**config.mk**
```make
export PLATFORM = sky130hd
export DESIGN_NAME = multicycle_control_fsm
export DESIGN_NICKNAME = d
export VERILOG_FILES = /design/src/rtl/multicycle_control_fsm_pkg.sv /design/src/rtl/multicycle_control_fsm.sv
export SDC_FILE = /design/constraint.sdc
export NUM_CORES = 1
export LEC_CHECK = 0
export BUFFER_PORTS_ARGS = -buffer_cell sky130_fd_sc_hd__buf_2
export CORE_AREA = 2 2 44 46
export DETAILED_ROUTE_END_ITERATION = 10
export DIE_AREA = 0 0 46 48
export SYNTH_ARGS = -nofsm -noshare
export SYNTH_HDL_FRONTEND = slang
export SYNTH_SLANG_ARGS = --single-unit
```
**constraint.sdc**
```tcl
create_clock -name clk -period 2 [get_ports clk]
set_input_delay 0.2 -clock clk [delete_from_list [all_inputs] [get_ports clk]]
set_output_delay 0.2 -clock clk [all_outputs]
set_load 0.01 [all_outputs]
```
**src/rtl/multicycle_control_fsm_pkg.sv**
```systemverilog
// Shared encodings for the multi-cycle datapath controller: opcodes, state
// numbering, ALU op classes and datapath mux select codes.
package multicycle_control_fsm_pkg;

  localparam int OP_WIDTH = 6;

  localparam logic [OP_WIDTH-1:0] OP_R    = 6'b000000;
  localparam logic [OP_WIDTH-1:0] OP_LW   = 6'b100011;
  localparam logic [OP_WIDTH-1:0] OP_SW   = 6'b101011;
  localparam logic [OP_WIDTH-1:0] OP_BEQ  = 6'b000100;
  localparam logic [OP_WIDTH-1:0] OP_ADDI = 6'b001000;
  localparam logic [OP_WIDTH-1:0] OP_J    = 6'b000010;

  typedef enum logic [3:0] {
    S_FETCH  = 4'd0,
    S_DECODE = 4'd1,
    S_MEMADR = 4'd2,
    S_MEMRD  = 4'd3,
    S_MEMWB  = 4'd4,
    S_MEMWR  = 4'd5,
    S_EXEC   = 4'd6,
    S_ALUWB  = 4'd7,
    S_BRANCH = 4'd8,
    S_ADDIEX = 4'd9,
    S_ADDIWB = 4'd10,
    S_JUMP   = 4'd11
  } state_t;

  localparam logic [1:0] ALU_ADD   = 2'b00;
  localparam logic [1:0] ALU_SUB   = 2'b01;
  localparam logic [1:0] ALU_FUNCT = 2'b10;

  localparam logic [1:0] SRCB_REG     = 2'b00;
  localparam logic [1:0] SRCB_FOUR    = 2'b01;
  localparam logic [1:0] SRCB_IMM     = 2'b10;
  localparam logic [1:0] SRCB_IMM_SH2 = 2'b11;

  localparam logic [1:0] PCSRC_ALU    = 2'b00;
  localparam logic [1:0] PCSRC_ALUOUT = 2'b01;
  localparam logic [1:0] PCSRC_JUMP   = 2'b10;

  function automatic logic is_mem_op(input logic [OP_WIDTH-1:0] op);
    return (op == OP_LW) || (op == OP_SW);
  endfunction

endpackage

```
**src/rtl/multicycle_control_fsm.sv**
```systemverilog
// Main control FSM for the multi-cycle datapath: sequences each instruction
// from the IR opcode and Moore-decodes the datapath strobes and mux selects.
module multicycle_control_fsm
  import multicycle_control_fsm_pkg::*;
#(
  parameter int OP_W = 6
) (
  input  logic            clk,
  input  logic            rst,
  input  logic [OP_W-1:0] opcode,
  input  logic            zero,
  input  logic            mem_ready,
  output logic            pc_en,
  output logic            ir_write,
  output logic            mem_write,
  output logic            reg_write,
  output logic            iord,
  output logic            mem_to_reg,
  output logic            reg_dst,
  output logic            alu_src_a,
  output logic [1:0]      alu_src_b,
  output logic [1:0]      pc_src,
  output logic [1:0]      alu_op,
  output logic            illegal_op,
  output logic [3:0]      state_o
);

  state_t state_reg;
  state_t state_next;

  always_ff @(posedge clk) begin
    if (rst) begin
      state_reg <= S_FETCH;
    end else begin
      state_reg <= state_next;
    end
  end

  always_comb begin
    state_next = S_FETCH;
    case (state_reg)
      S_FETCH:  state_next = mem_ready ? S_DECODE : S_FETCH;
      S_DECODE: begin
        if (is_mem_op(opcode))      state_next = S_MEMADR;
        else if (opcode == OP_R)    state_next = S_EXEC;
        else if (opcode == OP_BEQ)  state_next = S_BRANCH;
        else if (opcode == OP_ADDI) state_next = S_ADDIEX;
        else if (opcode == OP_J)    state_next = S_JUMP;
        else                        state_next = S_FETCH;
      end
      S_MEMADR: state_next = (opcode == OP_LW) ? S_MEMRD : S_MEMWR;
      S_MEMRD:  state_next = mem_ready ? S_MEMWB : S_MEMRD;
      S_MEMWB:  state_next = S_FETCH;
      S_MEMWR:  state_next = mem_ready ? S_FETCH : S_MEMWR;
      S_EXEC:   state_next = S_ALUWB;
      S_ALUWB:  state_next = S_FETCH;
      S_BRANCH: state_next = S_FETCH;
      S_ADDIEX: state_next = S_ADDIWB;
      S_ADDIWB: state_next = S_FETCH;
      S_JUMP:   state_next = S_FETCH;
      default:  state_next = S_FETCH;
    endcase
  end

  // Reset masks every output so an abandoned instruction cannot strobe.
  always_comb begin
    pc_en      = 1'b0;
    ir_write   = 1'b0;
    mem_write  = 1'b0;
    reg_write  = 1'b0;
    iord       = 1'b0;
    mem_to_reg = 1'b0;
    reg_dst    = 1'b0;
    alu_src_a  = 1'b0;
    alu_src_b  = SRCB_REG;
    pc_src     = PCSRC_ALU;
    alu_op     = ALU_ADD;
    illegal_op = 1'b0;
    state_o    = 4'd0;
    if (!rst) begin
      state_o = state_reg;
      case (state_reg)
        S_FETCH: begin
          alu_src_b = SRCB_FOUR;
          ir_write  = mem_ready;
          pc_en     = mem_ready;
        end
        S_DECODE: begin
          alu_src_b  = SRCB_IMM_SH2;
          illegal_op = !(is_mem_op(opcode) || opcode == OP_R || opcode == OP_BEQ ||
                         opcode == OP_ADDI || opcode == OP_J);
        end
        S_MEMADR: begin
          alu_src_a = 1'b1;
          alu_src_b = SRCB_IMM;
        end
        S_MEMRD: iord = 1'b1;
        S_MEMWB: begin
          reg_write  = 1'b1;
          mem_to_reg = 1'b1;
        end
        S_MEMWR: begin
          iord      = 1'b1;
          mem_write = mem_ready;
        end
        S_EXEC: begin
          alu_src_a = 1'b1;
          alu_op    = ALU_FUNCT;
        end
        S_ALUWB: begin
          reg_write = 1'b1;
          reg_dst   = 1'b1;
        end
        S_BRANCH: begin
          alu_src_a = 1'b1;
          alu_op    = ALU_SUB;
          pc_src    = PCSRC_ALUOUT;
          pc_en     = zero;
        end
        S_ADDIEX: begin
          alu_src_a = 1'b1;
          alu_src_b = SRCB_IMM;
        end
        S_ADDIWB: reg_write = 1'b1;
        S_JUMP: begin
          pc_src = PCSRC_JUMP;
          pc_en  = 1'b1;
        end
        default: ;
      endcase
    end
  end

endmodule

```
# Yosys cells after proc, flatten, opt, wreduce, memory -nomap -nowiden
# Index checks and enable logic that the tools add are counted.
# word_totals
regBits	4
input_bits	10
output_inout_bits	19
wordCells	64
# op_classes
eq_ne	16
n_mux	35
n_reduce_logical	12
# op_table
op	n
$pmux W4 S7	1
$mux W4	6
$mux W1	18
$eq A4 B3 Y1 const B	4
$eq A4 B4 Y1 const B	4
$eq A6 B6 Y1 const B	2
$mux W3	3
$eq A4 B2 Y1 const B	2
$pmux W2 S2	2
$eq A6 B2 Y1 const B	1
$eq A6 B3 Y1 const B	1
$eq A6 B4 Y1 const B	1
$logic_not A6 Y1	1
$mux W2	3
$pmux W2 S3	1
$logic_or A1 B1 Y1	5
$eq A4 B1 Y1 const B	1
$logic_not A4 Y1	1
$reduce_or A2 Y1	2
$reduce_or A4 Y1	1
$pmux W1 S3	1
$reduce_or A3 Y1	1
$logic_not A1 Y1	1

# Depth between registers and ports, before layout
# depth
word_depth	9
mapped_depth	5
depth_no_buf	4

# Worst setup path after synthesis
# Ideal clock, no wire load.
# synth_path
path_type	register -> output
start	reg state_reg[2]
end	out alu_op[1]
arrival_ns	1.262
required_time_ns	1.800
slack_ns	0.538
stages_incl_launch_ff	4
n_path_buf	1
cell_sequence	dfxtp_1 -> clkbuf_1 -> or3b_2 -> nor2_1
# synth_via
elab_chain_len	3
elab_cells_between_ends	4
classes_between	eq/ne: 2; mux: 2
# synth_lines
item	line_no	text
from (decl)	multicycle_control_fsm.sv:28	state_t state_reg;
from (signal assigned)	multicycle_control_fsm.sv:35	state_reg <= state_next;
$eq A4 B4 Y1 or $eq A4 B3 Y1 (tied branches)	multicycle_control_fsm.sv:82	case (state_reg)
$pmux W2 S2 *	multicycle_control_fsm.sv:82	
$mux W2 *	multicycle_control_fsm.sv:80	if (!rst) begin
to (decl)	multicycle_control_fsm.sv:23	output logic [1:0] alu_op,
# Every way passes the cells marked *; elsewhere a longest branch is shown, timed or not.

# Final worst setup path
# layout_path
start	reg state_reg[0]
end	out illegal_op
# layout_via
elab_chain_len	3
# layout_lines
item	line_no	text
$eq A4 B1 Y1	multicycle_control_fsm.sv:82	
$mux W1	multicycle_control_fsm.sv:82	
$mux W1	multicycle_control_fsm.sv:80	
to (decl)	multicycle_control_fsm.sv:24	output logic illegal_op,
# Every way passes these cells.

==> impl_metrics.tcl <==
set metrics [dict create \
    p_per_area_nw_per_um2 354 \
    holdWs_ns 0.362 \
    pwr-share-clk_pct 40.4 \
    diodes 0 \
    slowest_stage "dfxtp_1" \
    avgSynthCellArea_um2 6.62 \
    path_cells "nand2b_1 -> nor2_1 -> nor4bb_1 -> buf_2" \
    clkSinkCount 4 \
    ys.flop_type "dfxtp_1" \
    rsz0062_at_grt "no" \
    fin_crit_sh_pct 91.3 \
    slew_headroom_pct 68.3 \
    status "finished clean" \
    crit_required_ns 1.80 \
    cpPeakStageDelay_ns 0.54 \
    cts_root_buf "clkbuf_4" \
    overflow 0 \
    synthDistinctLibCells 32 \
    dieWidth_um 46 \
    yosysWarnings 0 \
    fillers 179 \
    critPathLaunchType "flop" \
    drv_slew 0 \
    dieArea_um2 2210 \
    postCtsSetupBuffers 0 \
    cts_made_buffers 3 \
    ir_drop_mv 0.197 \
    dpl.hpwl_mm 1.10 \
    vias 721 \
    ioPinCount 29 \
    combPwrFrac_pct 26.3 \
    leakagePower_nw 0.319 \
    tritoncts "yes" \
    routed_wl_mm 1.56 \
    drtPass1Iterations 4 \
    seq_area_frac_synth_pct 14.1 \
    synth_seq_cells 4 \
    final_nets 123 \
    dp_slack_ns 0.306 \
    max_freq_mhz 548 \
    grt_use_total_pct 15.7 \
    start_util_pct 33.7 \
    synth-async-reset-ratio_pct 0 \
    synth_area_um2 569 \
    drc 0 \
    p_switching_uw 81.1 \
    clk_latency_ns 0.24 \
    fin_util_pct 43.7 \
    worstMarginPinSlew_ns 0.475 \
    internal-power_uw 180 \
    die_h_um 48 \
    skew_ns 0.00200 \
    min_period_ns 1.83 \
    portBuffers 28 \
    initialDrtViolationCount 18 \
    antenna_found_initial 0 \
    maxCapViolCount 0 \
    clock_path_buffers 2 \
    pwr-share-seq_pct 33.3 \
    crit_arrival_ns 1.63 \
    largest_reg_flops 4 \
    timing.final.ws_setup_ns 0.174 \
    hold_viol 0 \
    synth_nets 96 \
    htreeDepth 1 \
    coreArea_um2 1690 \
    setup_viol 0 \
    routed_via_density 5.63 \
    cp_max_fo 14 \
    swShare_pct 31.0 \
    grt_max_degree 21 \
    cp_top_family "simple AND/OR/NAND/NOR gates" \
    rows 15 \
    synth_edf_count 0 \
    syn_inst 86 \
    grt_pass1_vias 533 \
    syn_to_final_growth_pct 29.7 \
    place_congestion 0.799 \
    wire_per_inst_um 12.2 \
    setup_tns_ns 0 \
    critical_path_class "reg2out" \
    crit_path_end_kind "output port" \
    place_inst 125 \
    grt_pass1_wl_mm 2.48 \
    crit_buf_inv 1 \
    clk_pin_slew_ns 0.04 \
    holdCritPathClass "in2reg" \
    final_layout_size_suffix_gt1_share_pct 34.2 \
    stdcell_count 128 \
    ant_nets 0 \
    hold_buffers 0 \
]
[worst register-to-register path, stage by stage, from the launching register on]
cell	delay, ns
dfxtp_1	0.45
or4_1	0.55
or3_1	0.35
nor3_1	0.18
o31a_1	0.18
[synthesized netlist by cell type (3+ instances only)]
cell type | number | area [um^2]
a21oi_1 | 7 | 35.0
clkbuf_1 | 7 | 26.3
dfxtp_1 | 4 | 80.1
nand2_1 | 3 | 11.3
nand2b_1 | 5 | 31.3
nor2_1 | 7 | 26.3
nor2b_1 | 6 | 37.5
nor3_1 | 8 | 40.0
nor3b_1 | 4 | 30.0
nor4_1 | 4 | 25.0
nor4bb_1 | 3 | 30.0
o21ai_0 | 4 | 20.0
[cells in the final DEF (no fill, tap or decap), drive strengths merged, types with 4 or more instances in the layout]
cell type / n
nor3: 8
nor4: 4
nand2b: 5
nor3b: 4
a21oi: 7
nor2: 7
o21ai: 4
nor2b: 6
dfxtp: 4
buf: 30
[stage by stage]
step / area, um^2 / total power, mW
after floorplan: 569 / 0.129
after global placement: 714 / 0.156
after detailed placement: 714 / 0.157
after CTS: 737 / 0.264
after global routing: 738 / 0.284
final: 738 / 0.261
[kinds of logic (layout without fill, tap and decap cells)]
kind of cell           Yosys count  in the layout  synth area share [%]
AO/OA/AOI/OAI                   21             21                  23.3
XOR/XNOR                         2              2                  3.08
AND/OR/NAND/NOR                 51             51                  54.1
buffers and inverters            8             33                  5.49
flip-flops                       4              4                  14.1
[path summary, 6_finish.rpt]
check | cells after the start | from | slack [ns] | to
worst max-delay path | 4 | state_reg[0] | 0.17 | illegal_op
worst min-delay path | 2 | rst | 0.36 | state_reg[3]
worst max register to register | 4 | state_reg[2] | 0.22 | state_reg[2]
worst min register to register | 3 | state_reg[3] | 0.77 | state_reg[0]
[final cells by class]
type | count | area (um^2) | share of cell area, %
flip-flops and latches | 4 | 81.3 | 11.0
clock buffers | 3 | 22.5 | 3.05
well taps | 17 | 21.3 | 2.88
multi-input cells | 74 | 458 | 62.0
repair buffers | 30 | 155 | 21.0
[power by group through the flow]
stage	clock network (mW)	logic, mW	registers (mW)
2_1_floorplan	0	0.0446	0.0844
3_3_place_gp	0	0.0676	0.0883
3_5_place_dp	0	0.0683	0.0882
4_1_cts	0.109	0.0685	0.0869
5_1_grt	0.120	0.0768	0.0877
6_report	0.105	0.0687	0.0871
[per-layer routing]
metal	global-route usage, %	up-vias	share of wire (%)
li1	-	374	-
met1	21.6	326	48
met2	22.8	19	45
met3	5.66	2	5.9
met4	5.14	0	0.70
met5	0	-	0
[repair_timing]
| action | in CTS | in global routing |
|---|---|---|
| hold endpoints to repair | 0 | 0 |
| resized for setup | 0 | 1 |
| endpoints found under the setup margin | 0 | 1 |
No activity file was read; power rests on OpenSTA's default activity.
